$ cat src/rtl/beep_arbiter.sv
// beep_arbiter: shares one passive buzzer between keypress, result and error
// requesters. Strobes are queued in a sticky pending register, granted by
// fixed priority (bit 2 highest), and each grant plays a pulse-train pattern
// of 500 Hz tone bursts separated by silent gaps.
`timescale 1ns/1ps
module beep_arbiter #(
    parameter int ON_MS      = 100,
    parameter int OFF_MS     = 60,
    parameter int KEY_PULSES = 1,
    parameter int RES_PULSES = 2,
    parameter int ERR_PULSES = 3,
    parameter int CNT_W      = 8
) (
    input  logic       clk_1khz,
    input  logic       rst_n,
    input  logic [2:0] req,
    output logic [2:0] grant,
    output logic       busy,
    output logic       beep
);

    typedef enum logic [1:0] {
        S_IDLE,
        S_ON,
        S_GAP
    } state_t;

    // A configured pulse count of 0 still plays one pulse; counts are 4-bit.
    function automatic logic [3:0] pulse_cnt(input int n);
        return (n < 1) ? 4'd1 : 4'(n);
    endfunction

    localparam logic [CNT_W-1:0] ON_LAST  = CNT_W'(ON_MS - 1);
    localparam logic [CNT_W-1:0] OFF_LAST = CNT_W'(OFF_MS - 1);
    localparam logic [3:0]       KEY_P    = pulse_cnt(KEY_PULSES);
    localparam logic [3:0]       RES_P    = pulse_cnt(RES_PULSES);
    localparam logic [3:0]       ERR_P    = pulse_cnt(ERR_PULSES);

    state_t           state_q, state_d;
    logic [2:0]       pending_q, pending_d;
    logic [2:0]       grant_q, grant_d;
    logic             beep_q, beep_d;
    logic [CNT_W-1:0] phase_q, phase_d;
    logic [3:0]       pulses_q, pulses_d;

    logic [2:0]       pending_clr;
    logic [2:0]       hi_mask;
    logic             preempt;

    // Requesters strictly above the current grant; only these may abort it.
    always_comb begin
        hi_mask = {grant_q[1] | grant_q[0], grant_q[0], 1'b0};
        preempt = |(pending_q & hi_mask);
    end

    // Next-state, pattern sequencing and request queue update.
    always_comb begin
        state_d     = state_q;
        grant_d     = grant_q;
        beep_d      = beep_q;
        phase_d     = phase_q;
        pulses_d    = pulses_q;
        pending_clr = 3'b000;

        case (state_q)
            S_IDLE: begin
                if (|pending_q) begin
                    state_d = S_ON;
                    beep_d  = 1'b0;
                    phase_d = '0;
                    if (pending_q[2]) begin
                        grant_d  = 3'b100;
                        pulses_d = ERR_P;
                    end else if (pending_q[1]) begin
                        grant_d  = 3'b010;
                        pulses_d = RES_P;
                    end else begin
                        grant_d  = 3'b001;
                        pulses_d = KEY_P;
                    end
                    pending_clr = grant_d;
                end
            end
            S_ON: begin
                if (preempt) begin
                    // Aborted pattern is dropped; arbitration happens next tick.
                    state_d = S_IDLE;
                    grant_d = 3'b000;
                    beep_d  = 1'b1;
                    phase_d = '0;
                end else if (phase_q == ON_LAST) begin
                    beep_d  = 1'b1;
                    phase_d = '0;
                    if (pulses_q > 4'd1) begin
                        pulses_d = pulses_q - 4'd1;
                        state_d  = S_GAP;
                    end else begin
                        state_d = S_IDLE;
                        grant_d = 3'b000;
                    end
                end else begin
                    beep_d  = ~beep_q;
                    phase_d = phase_q + 1'b1;
                end
            end
            S_GAP: begin
                if (preempt) begin
                    state_d = S_IDLE;
                    grant_d = 3'b000;
                    beep_d  = 1'b1;
                    phase_d = '0;
                end else if (phase_q == OFF_LAST) begin
                    state_d = S_ON;
                    beep_d  = 1'b0;
                    phase_d = '0;
                end else begin
                    phase_d = phase_q + 1'b1;
                end
            end
            default: begin
                state_d = S_IDLE;
                grant_d = 3'b000;
                beep_d  = 1'b1;
                phase_d = '0;
            end
        endcase

        // A new strobe beats the clear of the same bit, so it replays later.
        pending_d = (pending_q & ~pending_clr) | req;
    end

    // State and datapath registers; reset gives a silent, idle buzzer.
    always_ff @(posedge clk_1khz or negedge rst_n) begin
        if (!rst_n) begin
            state_q   <= S_IDLE;
            pending_q <= 3'b000;
            grant_q   <= 3'b000;
            beep_q    <= 1'b1;
            phase_q   <= '0;
            pulses_q  <= 4'd0;
        end else begin
            state_q   <= state_d;
            pending_q <= pending_d;
            grant_q   <= grant_d;
            beep_q    <= beep_d;
            phase_q   <= phase_d;
            pulses_q  <= pulses_d;
        end
    end

    assign grant = grant_q;
    assign beep  = beep_q;
    assign busy  = (state_q != S_IDLE);

endmodule

$ cat config.mk
export PLATFORM = sky130hd
export DESIGN_NAME = beep_arbiter
export DESIGN_NICKNAME = d
export VERILOG_FILES = /design/src/rtl/beep_arbiter.sv
export SDC_FILE = /design/constraint.sdc
export NUM_CORES = 1
export LEC_CHECK = 0
export ABC_AREA = 1
export BUFFER_PORTS_ARGS = -buffer_cell sky130_fd_sc_hd__buf_2
export CORE_ASPECT_RATIO = 0.8
export CORE_MARGIN = 10
export CORE_UTILIZATION = 60
export CTS_BUF_LIST = sky130_fd_sc_hd__clkbuf_4
export DETAILED_ROUTE_END_ITERATION = 7
export PLACE_DENSITY = 0.78
export SYNTH_ARGS = -nofsm -noshare
export SYNTH_HDL_FRONTEND = slang
export SYNTH_SLANG_ARGS = --single-unit
$ cat constraint.sdc
create_clock -name clk_1khz -period 2 [get_ports clk_1khz]
set_input_delay 0 -clock clk_1khz [delete_from_list [all_inputs] [get_ports clk_1khz]]
set_output_delay 0 -clock clk_1khz [all_outputs]
set_load 0.01 [all_outputs]
# ---- Word-level counts from Yosys, hierarchy flattened
# Index checks and enable logic that the tools add are counted.
dict set report word_totals {
  reg_bits 21
  latch_bits 0
  mem_bits_rw 0
  romBits 0
  output_inout_bits 5
  word_cells 72
  memories 0
}
dict set report classes {
  n_addsub 2
  multipliers 0
  div 0
  n_lt_le_gt_ge 1
  eq_ne 12
  n_shift 0
  mux 36
  bitwise 6
  reduce_logical 9
}
# op count
set op_table {}
lappend op_table {{$mux 8} 5}
lappend op_table {{$mux 3} 8}
lappend op_table {{$pmux 8 s3} 1}
lappend op_table {{$mux 2} 9}
lappend op_table {{$mux 4} 4}
lappend op_table {{$ne 2x2->1 const B} 5}
lappend op_table {{$ne 3x3->1 const B} 3}
lappend op_table {{$pmux 3 s3} 1}
lappend op_table {{$add 8x1->8 const B} 1}
lappend op_table {{$eq 8x6->1 const B} 1}
lappend op_table {{$eq 8x7->1 const B} 1}
lappend op_table {{$pmux 4 s2} 1}
lappend op_table {{$and 3x3->3} 2}
lappend op_table {{$pmux 2 s3} 1}
lappend op_table {{$reduce_or 3->1} 2}
lappend op_table {{$mux 1} 5}
lappend op_table {{$reduce_and 5->1} 1}
lappend op_table {{$gt 4x1->1 const B} 1}
lappend op_table {{$reduce_and 4->1} 1}
lappend op_table {{$reduce_bool 2->1} 2}
lappend op_table {{$sub 4x1->4 const B} 1}
lappend op_table {{$not 3->3} 1}
lappend op_table {{$or 3x3->3} 1}
lappend op_table {{$pmux 1 s3} 1}
lappend op_table {{7 further kinds} 7}

# ---- Logic depth before layout (Yosys ltp)
dict set report depth {
  word_depth 7
  mapped_depth 10
}

# ---- Least setup slack after synthesis
# No wires, ideal clock.
dict set report synth_path {
  path_kind {flip-flop to flip-flop}
  startpoint {register state_q[0]}
  endpoint {register phase_q[4]}
  setup_ns 0.122
  arrival_time_ns 1.385
  setup_slack_ns 0.494
  path_stages_with_launch 10
  n_path_buf 1
  period_less_slack_ns 1.506
  path_cell_list {dfrtp_1 -> inv_1 -> ha_1 -> inv_1 -> nor2_4 -> nand2_4 -> buf_12 -> nand2_4 -> xor2_1 -> a21oi_1}
}
dict set report synth_between {
  elab_chain_len 2
  elab_cells_between_ends 5
  classes_between {3 x eq/ne; 1 x mux; 1 x reduce/logical}
}
# element line_no
set synth_rtl {}
lappend synth_rtl {{start, declared} 39} ;# state_t state_q, state_d;
lappend synth_rtl {{start signal, assigned} 142} ;# state_q <= state_d;
lappend synth_rtl {{$eq 2x2->1 (tied with other cells)} 65} ;# case (state_q)
lappend synth_rtl {{$pmux 8 s3 or $ne 2x2->1 (tied branches)} --}
lappend synth_rtl {{end signal, assigned} 146} ;# phase_q <= phase_d;
lappend synth_rtl {{end, declared} 43} ;# logic [CNT_W-1:0] phase_q, phase_d;
# Parallel ways exist; a longest one is shown, timed or not.
# A chain may end at the register's enable or synchronous reset.

# ---- Final worst setup path
dict set report layout_path {
  startpoint {register state_q[0]}
  endpoint {register state_q[1]}
}
dict set report layout_between {
  elab_chain_len 3
  elab_cells_between_ends 8
  classes_between {5 x eq/ne; 1 x mux; 2 x reduce/logical}
}
# element line_no
set layout_rtl {}
lappend layout_rtl {{$eq 2x2->1 (tied with other cells)} 65}
lappend layout_rtl {{$ne 3x3->1 (no line) or $ne 2x2->1 (tied branches)} --}
lappend layout_rtl {{$reduce_and 3->1 (no line)} --}
# Parallel ways exist; a longest one is shown, timed or not.

==> impl_metrics.env <==
export IMPL_outcome="finished, final reports clean"
export IMPL_hold_path_class="input port to asynchronous set/reset pin"
export IMPL_dieWidth_um=73.0
export IMPL_grt_setup_unrepaired="false"
export IMPL_cts_tree="built"
export IMPL_cts_resized=0
export IMPL_ant_nets=0
export IMPL_post_drt_wl_per_cell_um=11.7
export IMPL_rows=15
export IMPL_die_area_um2=4560
export IMPL_dp_hpwl_um=2020
export IMPL_ir_drop_uv=513
export IMPL_worstMarginPinSlew_ns=0.463
export IMPL_rr_startpoint="state_q[0]"
export IMPL_reg2reg_setup_slack_ns=0.26
export IMPL_track_usage_pct=11.6
export IMPL_total_power_uw=657
export IMPL_crit_chain="inv_1, ha_1, inv_1, nor2_4, nand2_4, inv_1, nor2_1, nand2_1, nand2_1, nand2_1"
export IMPL_path_buf_inv=3
export IMPL_clock_skew_ns=0.00608
export IMPL_report_final_hold_viol_count=0
export IMPL_gp_congestion=0.862
export IMPL_crit_slowest_cell="dfrtp_1"
export IMPL_cts_buffers=3
export IMPL_cp_max_fo=15
export IMPL_via_per_inst=5.26
export IMPL_numClockSinks=21
export IMPL_critPathTopFamily="simple AND/OR/NAND/NOR gates"
export IMPL_power_leakage_uw=0.000833
export IMPL_final_util_pct=68.4
export IMPL_cts_root_buf="clkbuf_4"
export IMPL_grt_max_degree=22
export IMPL_grt_pass1_vias=1024
export IMPL_synth_seq_cells=21
export IMPL_syn_num_nets=187
export IMPL_clockBufferDepth=2
export IMPL_reg2regPathDepth=10
export IMPL_grt_pass1_wl_um=4460
export IMPL_crit_start="state_q[0]"
export IMPL_synth_edf_count=0
export IMPL_synthCells=175
export IMPL_fin_setup_tns_ns=0
export IMPL_slew_limit_headroom_pct=69.2
export IMPL_die_h_um=62.4
export IMPL_r2r_end="state_q[1]"
export IMPL_ys_types=26
export IMPL_drv_cap=0
export IMPL_area_growth_syn_to_layout_pct=9.36
export IMPL_criticalPathCategory="register to register"
export IMPL_syn_area_per_cell_um2=7.71
export IMPL_cp_data_arrival_time_ns=1.94
export IMPL_finalSetupViolations=0
export IMPL_port_buffers=9
export IMPL_core_region_area_um2=2160
export IMPL_start_kind="register"
export IMPL_drv_slew=0
export IMPL_grt_ovfl_total=0
export IMPL_cts_setup_buffers=0
export IMPL_cts_reportedPaths_clkPinSlew_ns=0.11
export IMPL_drt_total_wl_um=2520
export IMPL_antenna_found_initial=0
export IMPL_remaining_drc_errors=0
export IMPL_endpoint_kind="register"
export IMPL_start_util_pct=62.6
export IMPL_cts_hold_buf=4
export IMPL_nets=204
export IMPL_crit_end="state_q[1]"
export IMPL_path_depth=10
export IMPL_drt_pass1_iter_count=4
export IMPL_cp_data_required_time_ns=2.20
export IMPL_io_pins=10
export IMPL_syn_cell_area_um2=1350
export IMPL_p_per_area_nw_per_um2=445
export IMPL_crit_path_max_incr_delay_ns=0.41
export IMPL_fin_crit_ns=1.74
export IMPL_layout_drive_gt1_share_pct=16.8
export IMPL_antennaDiodeCount=0
export IMPL_clkLatencyLatePin_ns=0.30
export IMPL_yosys_warnings=0
export IMPL_synth_seq_area_share_pct=39.0
export IMPL_fin_crit_sh_pct=87.0
export IMPL_synthFlopType="dfrtp_1"
export IMPL_drt_initial_drc_count=66
export IMPL_max_freq_mhz=574
export IMPL_async_flop_share_pct=100
export IMPL_htreeDepth=1
export IMPL_routed_via_count=1136
report_power, final:
group | switching (µW) | internal [µW]
clock | 123 | 91.3
combinational | 9.18 | 8.69
sequential | 0.000000000000131 | 424
total | 132 | 525
how the worst min path moves through the flow:
stage | from | to | cells after the start
after CTS | rst_n | phase_q[3] | 2
after floorplan | rst_n | grant[0] | 0
final | rst_n | phase_q[7] | 2
after global routing | rst_n | phase_q[3] | 2
after detailed placement | rst_n | phase_q[4] | 1
after global placement | rst_n | phase_q[4] | 1
sequential cells by signal, summed over array words and instances, names as in the netlist:
| signal | flops |
|---|---|
| beep | 1 |
| grant | 3 |
| pending_q | 3 |
| phase_q | 8 |
| pulses_q | 4 |
| state_q | 2 |
final cells by class:
class                   instances  area (µm²)
multi-input cells             131         719
fillers                       176         682
flip-flops and latches         21         527
repair buffers                 13        85.1
inverters                      22        83.8
well taps                      25        31.3
clock buffers                   4        30.0
cells in the mapped netlist (all sizes together) (4+ instances only):
cell,instances,area [µm²]
a21oi,7,42.5
o21ai,14,70.1
dfrtp,20,500
inv,21,78.8
nand3,6,40.0
nand2,61,267
o21bai,4,33.8
nand4,6,37.5
xor2,4,35.0
ha,7,87.6
nor2,19,81.3
cell usage in the layout (no fill, tap or decap), types with 4 or more instances in the layout:
cell type      netlist  layout
o21ai_0             13      13
a21oi_1              5       5
buf_2                0       9
xor2_1               4       4
dfrtp_1             20      20
inv_1               19      19
dlygate4sd3_1        0       4
nand4_1              6       6
nand3_1              4       4
ha_1                 7       7
nand2_1             54      54
nand2_4              4       4
nor2_1              17      17
clkbuf_4             0       4
through the flow:
stage / std cells / worst slack, ns / cell area (µm²) / hold WS [ns]
2_1_floorplan: 175 / 0.494 / 1350 / -0.296
3_3_place_gp: 208 / 0.361 / 1410 / -0.0259
3_5_place_dp: 208 / 0.272 / 1410 / -0.0177
4_1_cts: 216 / 0.246 / 1480 / 0.182
5_1_grt: 216 / 0.0660 / 1480 / 0.206
6_report: 216 / 0.259 / 1480 / 0.170
cell families (layout without fill, tap and decap cells):
family                   after synthesis  count (layout)  synth area share (%)
AO/OA/AOI/OAI                         26              26                  11.7
adder cells (fa/ha/maj)                7               7                  6.49
XOR/XNOR                               5               5                  3.24
AND/OR/NAND/NOR                       93              93                  31.9
flip-flops                            21              21                  39.0
buffers and inverters                 23              39                  7.69
metal layers:
| metal | wire length [µm] | vias up | GRT usage [%] |
|---|---|---|---|
| met3 | 197 | 2 | 4.60 |
| met5 | 0 | - | 0 |
| met2 | 1110 | 38 | 17.0 |
| li1 | - | 587 | - |
| met4 | 17 | 0 | 2.61 |
| met1 | 1190 | 509 | 15.4 |
No activity file was read; power rests on OpenSTA's default activity.
